<file path="src/rtl/sim_stop_monitor.sv">
// sim_stop_monitor: decides when the machine under test has stopped (stable state + quiet activity) or timed out
// ports in : clk, reset (sync, active-high), enable, clear (sync soft clear), pu_state, act, act_mask
// ports out: machine_is_stop, stop_pulse, timeout, idle_count, transition_count, cycle_count
module sim_stop_monitor #(
  parameter int STATE_W        = 3,
  parameter int N_ACT          = 2,
  parameter int CNT_W          = 8,
  parameter int IDLE_LIMIT     = 255,
  parameter int STICKY         = 0,
  parameter int TO_W           = 32,
  parameter int TIMEOUT_CYCLES = 0
) (
  input  logic               clk,
  input  logic               reset,
  input  logic               enable,
  input  logic               clear,
  input  logic [STATE_W-1:0] pu_state,
  input  logic [N_ACT-1:0]   act,
  input  logic [N_ACT-1:0]   act_mask,
  output logic               machine_is_stop,
  output logic               stop_pulse,
  output logic               timeout,
  output logic [CNT_W-1:0]   idle_count,
  output logic [CNT_W-1:0]   transition_count,
  output logic [TO_W-1:0]    cycle_count
);
  localparam logic [1:0] RUN = 2'd0;
  localparam logic [1:0] STOP = 2'd1;
  localparam logic [1:0] TMO = 2'd2;
  localparam logic [CNT_W-1:0] LIM = CNT_W'(IDLE_LIMIT);
  localparam logic [CNT_W-1:0] CMAX = {CNT_W{1'b1}};
  localparam logic [TO_W-1:0] TLIM = TO_W'(TIMEOUT_CYCLES);
  localparam logic [TO_W-1:0] TMAX = {TO_W{1'b1}};
  logic [1:0] st, st_nxt;
  logic [STATE_W-1:0] last_state;
  logic primed, stop_cond, to_cond;
  always_comb begin
    stop_cond = (idle_count == LIM) && ((act & act_mask) == '0);
    to_cond = (TIMEOUT_CYCLES != 0) && (cycle_count >= TLIM);
    // STOP has priority over TIMEOUT when both conditions appear together in RUN
    st_nxt = st == RUN  ? (stop_cond ? STOP : to_cond ? TMO : RUN) :
             st == STOP ? ((STICKY != 0 || stop_cond) ? STOP : RUN) : TMO;
  end
  assign machine_is_stop = st == STOP;
  assign timeout = st == TMO;
  always_ff @(posedge clk) begin
    if (reset || clear) begin
      st <= RUN;
      last_state <= '0;
      primed <= 1'b0;
      idle_count <= '0;
      transition_count <= '0;
      cycle_count <= '0;
      stop_pulse <= 1'b0;
    end else if (enable) begin
      st <= st_nxt;
      stop_pulse <= (st == RUN) && stop_cond;
      last_state <= pu_state;
      primed <= 1'b1;
      cycle_count <= cycle_count == TMAX ? cycle_count : cycle_count + 1'b1;
      // the first enabled cycle only captures a reference state
      if (primed) begin
        if (pu_state == last_state) begin
          idle_count <= idle_count == LIM ? idle_count : idle_count + 1'b1;
        end else begin
          idle_count <= '0;
          transition_count <= transition_count == CMAX ? transition_count : transition_count + 1'b1;
        end
      end
    end else begin
      stop_pulse <= 1'b0;
    end
  end
endmodule
</file>
<file path="config.mk">
export PLATFORM = sky130hd
export DESIGN_NAME = sim_stop_monitor
export DESIGN_NICKNAME = d
export VERILOG_FILES = /design/src/rtl/sim_stop_monitor.sv
export SDC_FILE = /design/constraint.sdc
export NUM_CORES = 1
export LEC_CHECK = 0
export BUFFER_PORTS_ARGS = -buffer_cell sky130_fd_sc_hd__buf_2
export CORE_MARGIN = 2
export CORE_UTILIZATION = 30
export DETAILED_ROUTE_END_ITERATION = 8
export PLACE_DENSITY = 0.49
export SLEW_MARGIN = 25
export SYNTH_ARGS = -nofsm -noshare
export SYNTH_HDL_FRONTEND = slang
export SYNTH_SLANG_ARGS = --single-unit
</file>
<file path="constraint.sdc">
create_clock -name clk -period 2.9 [get_ports clk]
set_input_delay 0.58 -clock clk [delete_from_list [all_inputs] [get_ports clk]]
set_output_delay 0.58 -clock clk [all_outputs]
set_load 0.02 [all_outputs]
</file>
==> qor.yml, run 1 <==
setup_path:
  crit_path_end_kind: "flip-flop"
  rrSetupSlack_ns: 0.68
  worst_path_largest_cell_delay_ns: 0.75
  worstSetupEndpoint: "cycle_count[26]"
  reg2reg_from: "cycle_count[7]"
  cp.arrival_ns: 2.43
  startpoint: "cycle_count[7]"
  reg2reg_depth: 5
  r2r_end: "cycle_count[26]"
  cp_top_family: "simple AND/OR/NAND/NOR gates"
  cp_slowest_cell: "or4_1"
  worst-endpoint-required_ns: 3.12
  crit_chain: "nand4_2 > or4_1 > a21oi_2 > a31oi_1 > a41o_1"
  crit_buf_inv: 0
  cp_max_fo: 8
  critical_path_depth: 5
  worstSetupPathType: "reg -> reg"
  start_kind: "flip-flop"
sta:
  min_period_ns: 2.22
  fin_tns_setup_ns: 0
  tightest_slew_ns: 0.666
  rsz0062_at_grt: "false"
  fmax_mhz: 451
  period_share_pct: 76.4
  drv_slew: 0
  fin_skew_ns: 0.00578
  setup_ws_ns: 0.685
  report.final.hold_viol_count: 0
  setup_viol: 0
  max_slew_margin_pct: 55.3
synthesis:
  synth_edf_count: 0
  async_reset_ff_share_pct: 0
  synth_mux_area_share_pct: 2.41
  synth.top_cell.area_share_pct: 37.9
  synth_top_family_by_area: "simple AND/OR/NAND/NOR gates"
  synthSimpleGateAreaFrac_pct: 30.2
  synth.avg_cell_area_um2: 8.78
  netlist_area_um2: 2910
  syn_nets: 345
  synth-adder-area-share_pct: 1.29
  seq_area_frac_synth_pct: 37.9
  synthTopCellsByArea: "dfxtp_1, a21oi_2, nor2_1, xnor2_1, nand2_1"
  yosysUniqueCellTypes: 51
  synth_seq_cells: 55
  yosys_warnings: 0
  synth.largest_area_cell: "dfxtp_1"
  synthXorXnorAreaFrac_pct: 4.52
  syn_inst: 331
  synth_compound_area_share_pct: 19.7
  synth_ff_type: "dfxtp_1"
clock_tree:
  postCtsSetupRepairBufs: 0
  cts_buffer_depth: 2
  h-tree-depth: 2
  cts-root-buf: "clkbuf_8"
  post_cts_resized: 0
  clk_pin_slew_ns: 0.10
  cts_tree: "built"
  clock_latency_ns: 0.31
  cts_buffers: 5
  cts_hold_buf: 0
  cts_sinks: 55
global_route:
  grt_max_degree: 31
  grt_pass1_vias: 2484
  antenna_found_initial: 0
  grt_use_total_pct: 14.4
  grt_pass1_wl_um: 12000
  grt-ovfl-total: 0
hold_path:
  holdCritPathClass: "reg -> reg"
detailed_routing:
  drt-total-wl_um: 7380
  drtIter0Drc: 123
  postRouteAntennaNets: 0
  drtPass1Iterations: 4
  route.vias.total: 2664
  vias_per_cell: 5.11
  route.detailed.drc: 0
  wire_per_inst_um: 14.2
pwr:
  peakVddDrop_v: 0.000186
  power_switching_w: 0.000314
  power_density_nw_per_um2: 400
  p_int_w: 0.00106
  p_leak_nw: 1.30
  swShare_pct: 22.8
  seq_power_share_pct: 55.2
  p_clk_share_pct: 40.3
  power.combinational.fraction_pct: 4.5
  p_total_w: 0.00138
run:
  cap_violations: 0
floorplanning:
  initial_core_util_pct: 31.1
  dieArea_um2: 10500
  core.rowCount: 35
  die_w_um: 102
  die_h_um: 102
  core-area_um2: 9330
  io_pins: 62
finish:
  diodes: 0
  fill_cells: 964
  instances_no_fill: 521
  drive_above_1_share_pct: 29.1
  syn2layout_area_growth_pct: 18.7
  nets: 405
  final_util_pct: 37.0
placement:
  dp_hpwl_um: 5430
  dp_slack_ns: 0.679
  io_buffers: 61
  gp_congestion: 0.818
  placed_cells: 513
run_status:
  status: "finished clean"
worst min-delay path by stage:
stage | startpoint | to | slack, ns | cells past startpoint
floorplan | st[0] | stop_pulse | 0.43 | 1
global placement | st[0] | stop_pulse | 0.47 | 1
detailed placement | st[0] | stop_pulse | 0.47 | 1
CTS | st[0] | stop_pulse | 0.49 | 1
global route | st[0] | stop_pulse | 0.51 | 1
finish | st[0] | stop_pulse | 0.48 | 1
placed cells by master, fill, tap and decap left out, types with 6 or more instances in the layout:
cell       n
buf_2     61
dfxtp_1   55
nor2_1    33
nand2_1   27
nand3_1   19
a21oi_2   18
or3_1     15
nand4_1   14
xnor2_1   12
o21ai_1   11
and3_1     9
nor3_1     8
buf_4      8
mux2i_1    7
o21ai_0    7
a21oi_1    6
a211oi_1   6
clkbuf_8   6
through the flow:
| stage | hold WS [ns] | cell area (µm²) |
|---|---|---|
| 4_1_cts | 0.488 | 3450 |
| 2_1_floorplan | 0.433 | 2910 |
| 3_5_place_dp | 0.472 | 3330 |
| 3_3_place_gp | 0.470 | 3330 |
| 5_1_grt | 0.512 | 3450 |
| 6_report | 0.480 | 3450 |
logic make-up (layout without fill, tap and decap cells):
kind of cell | Yosys count | count (layout)
and+or+nand+nor | 156 | 156
AOI/OAI and AO/OA | 76 | 76
DFF | 55 | 55
buffers and inverters | 19 | 80
xor gates and xnor gates | 15 | 15
muxes | 7 | 7
adders and majority gates | 3 | 3
synth_stat cells (all sizes together) (2+ instances only):
cell type / instances
nand3b: 2
a31o: 2
and3: 9
nand2: 27
o31ai: 3
mux2i: 7
or2: 3
nor4: 10
nor2: 33
nand4: 16
o31a: 2
xnor2: 12
dfxtp: 55
o21a: 3
nor3: 9
ha: 3
xor2: 3
a31oi: 4
inv: 3
or4: 6
nand3: 19
a41oi: 3
and4: 3
and2: 2
a41o: 2
a211oi: 6
a21oi: 24
or3: 15
nor2b: 2
buf: 9
clkbuf: 7
o21ai: 21
registers in the layout, indices dropped and copies added, names as in the netlist:
register and cells:
transition_count 8, cycle_count 32, primed 1, idle_count 8, last_state 3, st 2
stop_pulse 1
cell type report:
class	count	area (µm²)	area share (%)
inverters	3	11.3	0.326
repair buffers	69	365	10.6
flip-flops and latches	55	1100	31.9
well taps	129	161	4.68
multi-input cells	257	1690	49.0
clock buffers	6	82.6	2.39
clock inverters	2	38.8	1.12
per-layer routing:
| metal | track usage (%) | part of all wire (%) | vias to the layer above | routed length (µm) |
|---|---|---|---|---|
| met2 | 23.4 | 47 | 53 | 3470 |
| met1 | 18.9 | 47 | 1249 | 3490 |
| met5 | 0 | 0 | - | 0 |
| met4 | 6.05 | 2.0 | 0 | 146 |
| li1 | - | - | 1354 | - |
| met3 | 2.46 | 3.8 | 8 | 278 |
power groups by stage:
stage	clock [W]	combinational [W]	sequential [W]
global placement	0	0.0000628	0.000778
CTS	0.000578	0.0000635	0.000761
floorplan	0	0.0000369	0.000779
finish	0.000555	0.0000621	0.000761
global route	0.000605	0.0000698	0.000762
detailed placement	0	0.0000633	0.000779
No activity file was read; power rests on OpenSTA's default activity.
==> inputs of run 2 (changes only) <==
--- a/config.mk
+++ b/config.mk
@@ -9,7 +9,7 @@
 export CORE_MARGIN = 2
 export CORE_UTILIZATION = 30
 export DETAILED_ROUTE_END_ITERATION = 8
-export PLACE_DENSITY = 0.49
+export PLACE_DENSITY = 0.51
 export SLEW_MARGIN = 25
 export SYNTH_ARGS = -nofsm -noshare
 export SYNTH_HDL_FRONTEND = slang
==> constraint.sdc (replaced) <==
create_clock -name clk -period 1.95 [get_ports clk]
set_input_delay 0.39 -clock clk [delete_from_list [all_inputs] [get_ports clk]]
set_output_delay 0.39 -clock clk [all_outputs]
set_load 0.02 [all_outputs]
==> qor.yml, run 2 (synthesis results as in run 1) <==
global_route:
  met2_usage_pct: 25.2  # +1.8 points
  grt_pass1_vias: 2530  # +1.9%
  grt_pass1_wl_um: 12300  # +3.0%
  busiest_layer: "met2"
  antenna_found_initial: 0  # unchanged
  use_met3_pct: 2.67  # +0.21 points
  grt_use_total_pct: 14.7  # +0.28 points
  grt_max_degree: 35  # +13%
  grtUsageMet1_pct: 19.1  # +0.21 points
  grt-ovfl-total: 0  # unchanged
clock_tree:
  clk_pin_slew_ns: 0.11  # about the same
  cts_sinks: 55  # unchanged
  cts-root-buf: "clkbuf_8"
  cts_buffers: 5  # unchanged
  clock_latency_ns: 0.32  # about the same
  cts_buffer_depth: 2  # unchanged
  h-tree-depth: 2  # unchanged
  cts_tree: "built"
setup_path:
  cp_top_family: "simple AND/OR/NAND/NOR gates"
  crit_chain: "nand3_4 > or4_4 > buf_6 > o31a_1 > nand4_1 > mux2i_1"
  rrSetupSlack_ns: 0.08  # -0.61 ns
  r2r_end: "cycle_count[10]"
  worstSetupPathType: "reg -> reg"
  worst-endpoint-required_ns: 2.20  # -0.92 ns
  crit_buf_inv: 1  # +1
  worst_path_largest_cell_delay_ns: 0.57  # -0.18 ns
  worstSetupEndpoint: "cycle_count[10]"
  critical_path_depth: 6  # +1
  reg2reg_depth: 6  # +1
  crit_path_end_kind: "flip-flop"
  start_kind: "flip-flop"
  cp_max_fo: 4  # -4
  reg2reg_from: "cycle_count[23]"
  startpoint: "cycle_count[23]"
  cp.arrival_ns: 2.12  # -0.31 ns
  cp_slowest_cell: "or4_4"
placement:
  dp_hpwl_um: 5630  # +3.7%
  placed_cells: 542  # +5.7%
  io_buffers: 61  # unchanged
  gp_congestion: 0.794  # -2.9%
  dp_slack_ns: -0.0149  # -0.694 ns
pwr:
  p_total_w: 0.00189  # +37%
  peakVddDrop_v: 0.000277  # +49%
  p_leak_nw: 1.48  # +14%
  power_density_nw_per_um2: 498  # +25%
floorplanning:
  dieArea_um2: 10500  # unchanged
  io_pins: 62  # unchanged
  die_w_um: 102  # unchanged
  core-area_um2: 9330  # unchanged
  initial_core_util_pct: 31.1  # unchanged
  core.rowCount: 35  # unchanged
  die_h_um: 102  # unchanged
hold_path:
  holdCritPathClass: "in -> reg"
finish:
  largest_register_ffs: 32  # unchanged
  fill_cells: 948  # -1.7%
  instances_no_fill: 552  # +6.0%
  diodes: 0  # unchanged
  layout_commonest_cell: "buf_2"
  syn2layout_area_growth_pct: 30.3
  layout_common_cells: "buf_2, buf_4, dfxtp_1"
  multi_input_area_um2: 1750  # +3.8%
  regMostFlops: "cycle_count"
  nets: 436  # +7.7%
  largestRegisters: "cycle_count x32, idle_count x8, transition_count x8"
  drive_above_1_share_pct: 40.4  # +11 points
  seqCellArea_um2: 1150  # +4.7%
detailed_routing:
  drtPass1Iterations: 4  # unchanged
  vias_per_cell: 5.01  # -2.1%
  route.detailed.drc: 0  # unchanged
  wire_per_inst_um: 13.8  # -2.6%
  route.vias.total: 2764  # +3.8%
  postRouteAntennaNets: 0  # unchanged
  drtIter0Drc: 71  # -42%
  drt-total-wl_um: 7620  # +3.2%
sta:
  period_share_pct: 96.1  # +20 points
  max_slew_margin_pct: 70.4  # +15 points
  fin_skew_ns: 0.00729  # +0.00151 ns
  min_period_ns: 1.87  # -0.342 ns
  hold_ws_ns: 0.329  # -0.151 ns
  setup_ws_ns: 0.0765  # -0.608 ns
  rsz0062_at_grt: "true"
  report.final.hold_viol_count: 0  # unchanged
  tightest_slew_ns: 0.444  # -0.222 ns
  setup_viol: 0  # unchanged
  fmax_mhz: 534  # +18%
  drv_slew: 0  # unchanged
run_status:
  status: "finished clean"
run:
  cap_violations: 0  # unchanged
run 2: cell types whose count changed in the layout (fill, tap and decap cells not counted), sizes merged:
cell      change
buf          +31
inv           -1
clkbuf        -1
clkinvlp      +1
clkinv        +2
bufinv        -1
run 2: repair_timing:
item / CTS / global route
hold buffers: 0 / 0
setup buffers: 0 / 2
pin swaps: 0 / 3
setup endpoints to repair: 2 / 26
gates resized for setup: 1 / 14
run 2: final cells by class:
| cell class | instances | area share [%] |
|---|---|---|
| Multi-Input combinational cell | 257 | 46.3 |
| Sequential cell | 55 | 30.4 |
| Timing Repair Buffer | 100 | 16.2 |
| Tap cell | 129 | 4.26 |
| Clock buffer | 5 | 1.82 |
| Clock inverter | 3 | 0.661 |
| Inverter | 3 | 0.297 |
run 2: layer usage:
layer  routed length, µm  share of wire, %
met1                3550                47
met5                   0                 0
met4                  77               1.0
met2                3710                49
met3                 281               3.7
run 2: worst min-delay path by stage:
stage | end | cells past startpoint | startpoint | slack (ns)
3_3_place_gp | stop_pulse | 1 | st[0] | 0.46
4_1_cts | last_state[0] | 3 | pu_state[0] | 0.33
3_5_place_dp | stop_pulse | 1 | st[0] | 0.47
5_1_grt | last_state[2] | 3 | pu_state[2] | 0.35
6_report | last_state[0] | 3 | pu_state[0] | 0.33
2_1_floorplan | stop_pulse | 1 | st[0] | 0.43
run 2: report_power, final:
| part | total (W) | switching [W] | leakage, nW | internal, W |
|---|---|---|---|---|
| sequential | 0.00112 | 0.00000300 | 0.457 | 0.00111 |
| combinational | 0.0000981 | 0.0000620 | 0.981 | 0.0000361 |
| clock | 0.000673 | 0.000414 | 0.0443 | 0.000258 |
| total | 0.00189 | 0.000479 | 1.48 | 0.00141 |
run 2: per-stage QoR:
step | setup TNS, ns | area (µm²) | util, %
global placement | 0 | 3600 | 38.6
finish | 0 | 3790 | 40.6
detailed placement | -0.0281 | 3600 | 38.6
CTS | 0 | 3700 | 39.7
global route | -0.0283 | 3790 | 40.6
floorplan | -0.0102 | 2950 | -
run 2: worst min-delay path: stages:
cell and delay [ns]:
buf_2 0.10, mux2i_1 0.06, nor2_1 0.07
==> inputs of run 3 (changes only) <==
--- a/config.mk
+++ b/config.mk
@@ -9,7 +9,7 @@
 export CORE_MARGIN = 2
 export CORE_UTILIZATION = 30
 export DETAILED_ROUTE_END_ITERATION = 8
-export PLACE_DENSITY = 0.51
+export PLACE_DENSITY = 0.49
 export SLEW_MARGIN = 25
 export SYNTH_ARGS = -nofsm -noshare
 export SYNTH_HDL_FRONTEND = slang
==> constraint.sdc (replaced) <==
create_clock -name clk -period 2 [get_ports clk]
set_input_delay 0.4 -clock clk [delete_from_list [all_inputs] [get_ports clk]]
set_output_delay 0.4 -clock clk [all_outputs]
set_load 0.02 [all_outputs]
==> qor.yml, run 3 (synthesis results as in run 1) <==
clock_tree:
  clock_latency_ns: 0.31  # about the same
  cts_buffer_depth: 2  # unchanged
  cts_buffers: 5  # unchanged
  cts_tree: "built"
  clk_pin_slew_ns: 0.10  # about the same
  cts_sinks: 55  # unchanged
  cts-root-buf: "clkbuf_8"
  h-tree-depth: 2  # unchanged
finish:
  final_util_pct: 40.2  # -0.39 points
  syn2layout_area_growth_pct: 29.1
  diodes: 0  # unchanged
  largestRegisters: "cycle_count x32, idle_count x8, transition_count x8"
  regMostFlops: "cycle_count"
  nets: 435  # -0.23%
  layout_common_cells: "buf_2, dfxtp_1, buf_4"
  design_area_um2: 3750  # -0.96%
  drive_above_1_share_pct: 39.6  # -0.85 points
  fill_cells: 992  # +4.6%
  layout_commonest_cell: "buf_2"
  largest_register_ffs: 32  # unchanged
sta:
  setup_viol: 0  # unchanged
  period_share_pct: 95.8  # -0.33 points
  report.final.hold_viol_count: 0  # unchanged
  max_slew_margin_pct: 69.6  # -0.88 points
  min_period_ns: 1.92  # +0.0415 ns
  drv_slew: 0  # unchanged
  rsz0062_at_grt: "false"
  fmax_mhz: 522  # -2.2%
  fin_tns_setup_ns: 0  # unchanged
  tightest_slew_ns: 0.457  # +0.0132 ns
  fin_skew_ns: 0.00393  # -0.00336 ns
hold_path:
  hold_path_end: "last_state[2]"
  holdPathStages: 3  # unchanged
  min-delay-start: "pu_state[2]"
  holdCritPathClass: "in -> reg"
placement:
  placed_area_um2: 3570  # -0.73%
  gp_congestion: 0.784  # -1.2%
  io_buffers: 61  # unchanged
  dp_hpwl_um: 5780  # +2.6%
pwr:
  p_leak_nw: 1.47  # -0.68%
  peakVddDrop_v: 0.000301  # +8.6%
  power_density_nw_per_um2: 529  # +6.1%
detailed_routing:
  met2_wirelength_um: 3470  # -6.5%
  drtIter0Drc: 100  # +41%
  postRouteAntennaNets: 0  # unchanged
  wire_per_inst_um: 14.1  # +2.2%
  vias_per_cell: 5.11  # +2.1%
  dr_wl_met3_um: 335  # +19%
  drt-total-wl_um: 7770  # +2.0%
  route.vias.total: 2817  # +1.9%
  drtPass1Iterations: 4  # unchanged
  dr.max_layer_used: "met4"
  route.detailed.drc: 0  # unchanged
  wl_met1_um: 3880  # +9.2%
setup_path:
  crit_chain: "nand4_2 > or4_4 > nor4_4 > buf_12 > or3_1 > a21oi_2"
  worstSetupPathType: "reg -> reg"
  rrSetupSlack_ns: 0.08  # about the same
  worst-endpoint-required_ns: 2.19  # about the same
  worst_path_largest_cell_delay_ns: 0.53  # -0.04 ns
  start_kind: "flip-flop"
  crit_path_end_kind: "flip-flop"
  cp_slowest_cell: "or4_4"
  cp_max_fo: 30  # +26
  reg2reg_from: "cycle_count[14]"
  reg2reg_depth: 6  # unchanged
  r2r_end: "cycle_count[19]"
  cp.arrival_ns: 2.10  # -0.02 ns
run_status:
  status: "finished clean"
global_route:
  grt_pass1_wl_um: 12600  # +1.8%
  grt_use_total_pct: 15.0  # +0.36 points
  grt_pass1_vias: 2567  # +1.5%
  grt-ovfl-total: 0  # unchanged
  grt_max_degree: 33  # -5.7%
  antenna_found_initial: 0  # unchanged
floorplanning:
  die_h_um: 102  # unchanged
  io_pins: 62  # unchanged
  core.rowCount: 35  # unchanged
  dieArea_um2: 10500  # unchanged
  initial_core_util_pct: 31.1  # unchanged
  core-area_um2: 9330  # unchanged
  die_w_um: 102  # unchanged
run:
  cap_violations: 0  # unchanged
run 3: cell count changes in the layout (fill, tap and decap cells not counted), sizes merged:
cell,delta
clkinvlp,-1
buf,-1
clkbuf,+1
bufinv,+1
clkinv,-1
run 3: timing repair:
item                       CTS  global route
hold buffers                 0             0
buffers inserted             0             2
gates cloned                 0             0
setup endpoints to repair    3            18
resized for setup            1             8
run 3: how the worst max path moves through the flow:
stage / start / endpoint / slack, ns / cells past startpoint
6_report: cycle_count[14] / cycle_count[19] / 0.08 / 6
5_1_grt: cycle_count[10] / cycle_count[19] / 0.00002 / 7
4_1_cts: cycle_count[10] / cycle_count[26] / 0.02 / 6
3_5_place_dp: enable / cycle_count[26] / -0.05 / 7
3_3_place_gp: enable / cycle_count[26] / -0.04 / 7
2_1_floorplan: cycle_count[9] / cycle_count[26] / 0.001 / 6
run 3: metrics by stage:
stage | hold slack (ns) | total power [W] | cells | worst slack, ns
6_report | 0.357 | 0.00198 | 551 | 0.0850
5_1_grt | 0.389 | 0.00206 | 551 | 0.0000215
4_1_cts | 0.346 | 0.00202 | 549 | 0.0210
3_5_place_dp | 0.481 | 0.00123 | 541 | -0.0466
3_3_place_gp | 0.474 | 0.00123 | 541 | -0.0373
2_1_floorplan | 0.433 | 0.00118 | 331 | 0.00117
run 3: cell type report:
type / instances / area [µm²] / area share (%)
Sequential cell: 55 / 1130 / 30.1
Inverter: 3 / 11.3 / 0.300
Clock inverter: 2 / 35.0 / 0.934
Multi-Input combinational cell: 257 / 1730 / 46.0
Tap cell: 129 / 161 / 4.30
Timing Repair Buffer: 99 / 607 / 16.2
Clock buffer: 6 / 82.6 / 2.20
run 3: power breakdown:
group          switching (W)  internal, W
logic              0.0000626    0.0000359
clock network       0.000378     0.000406
registers         0.00000308      0.00110
run 3: per-layer routing:
metal  vias up  GRT usage [%]
li1       1416              -
met1      1340           21.5
met2        53           23.3
met3         8           2.94
met4         0           3.69
met5         -              0
run 3: critical path: cells and delay by family (launching register included):
kind	cells	cell delay, ns
simple gates	4	1.12
flops	1	0.39
compound gates	1	0.05
buf+inv	1	0.22
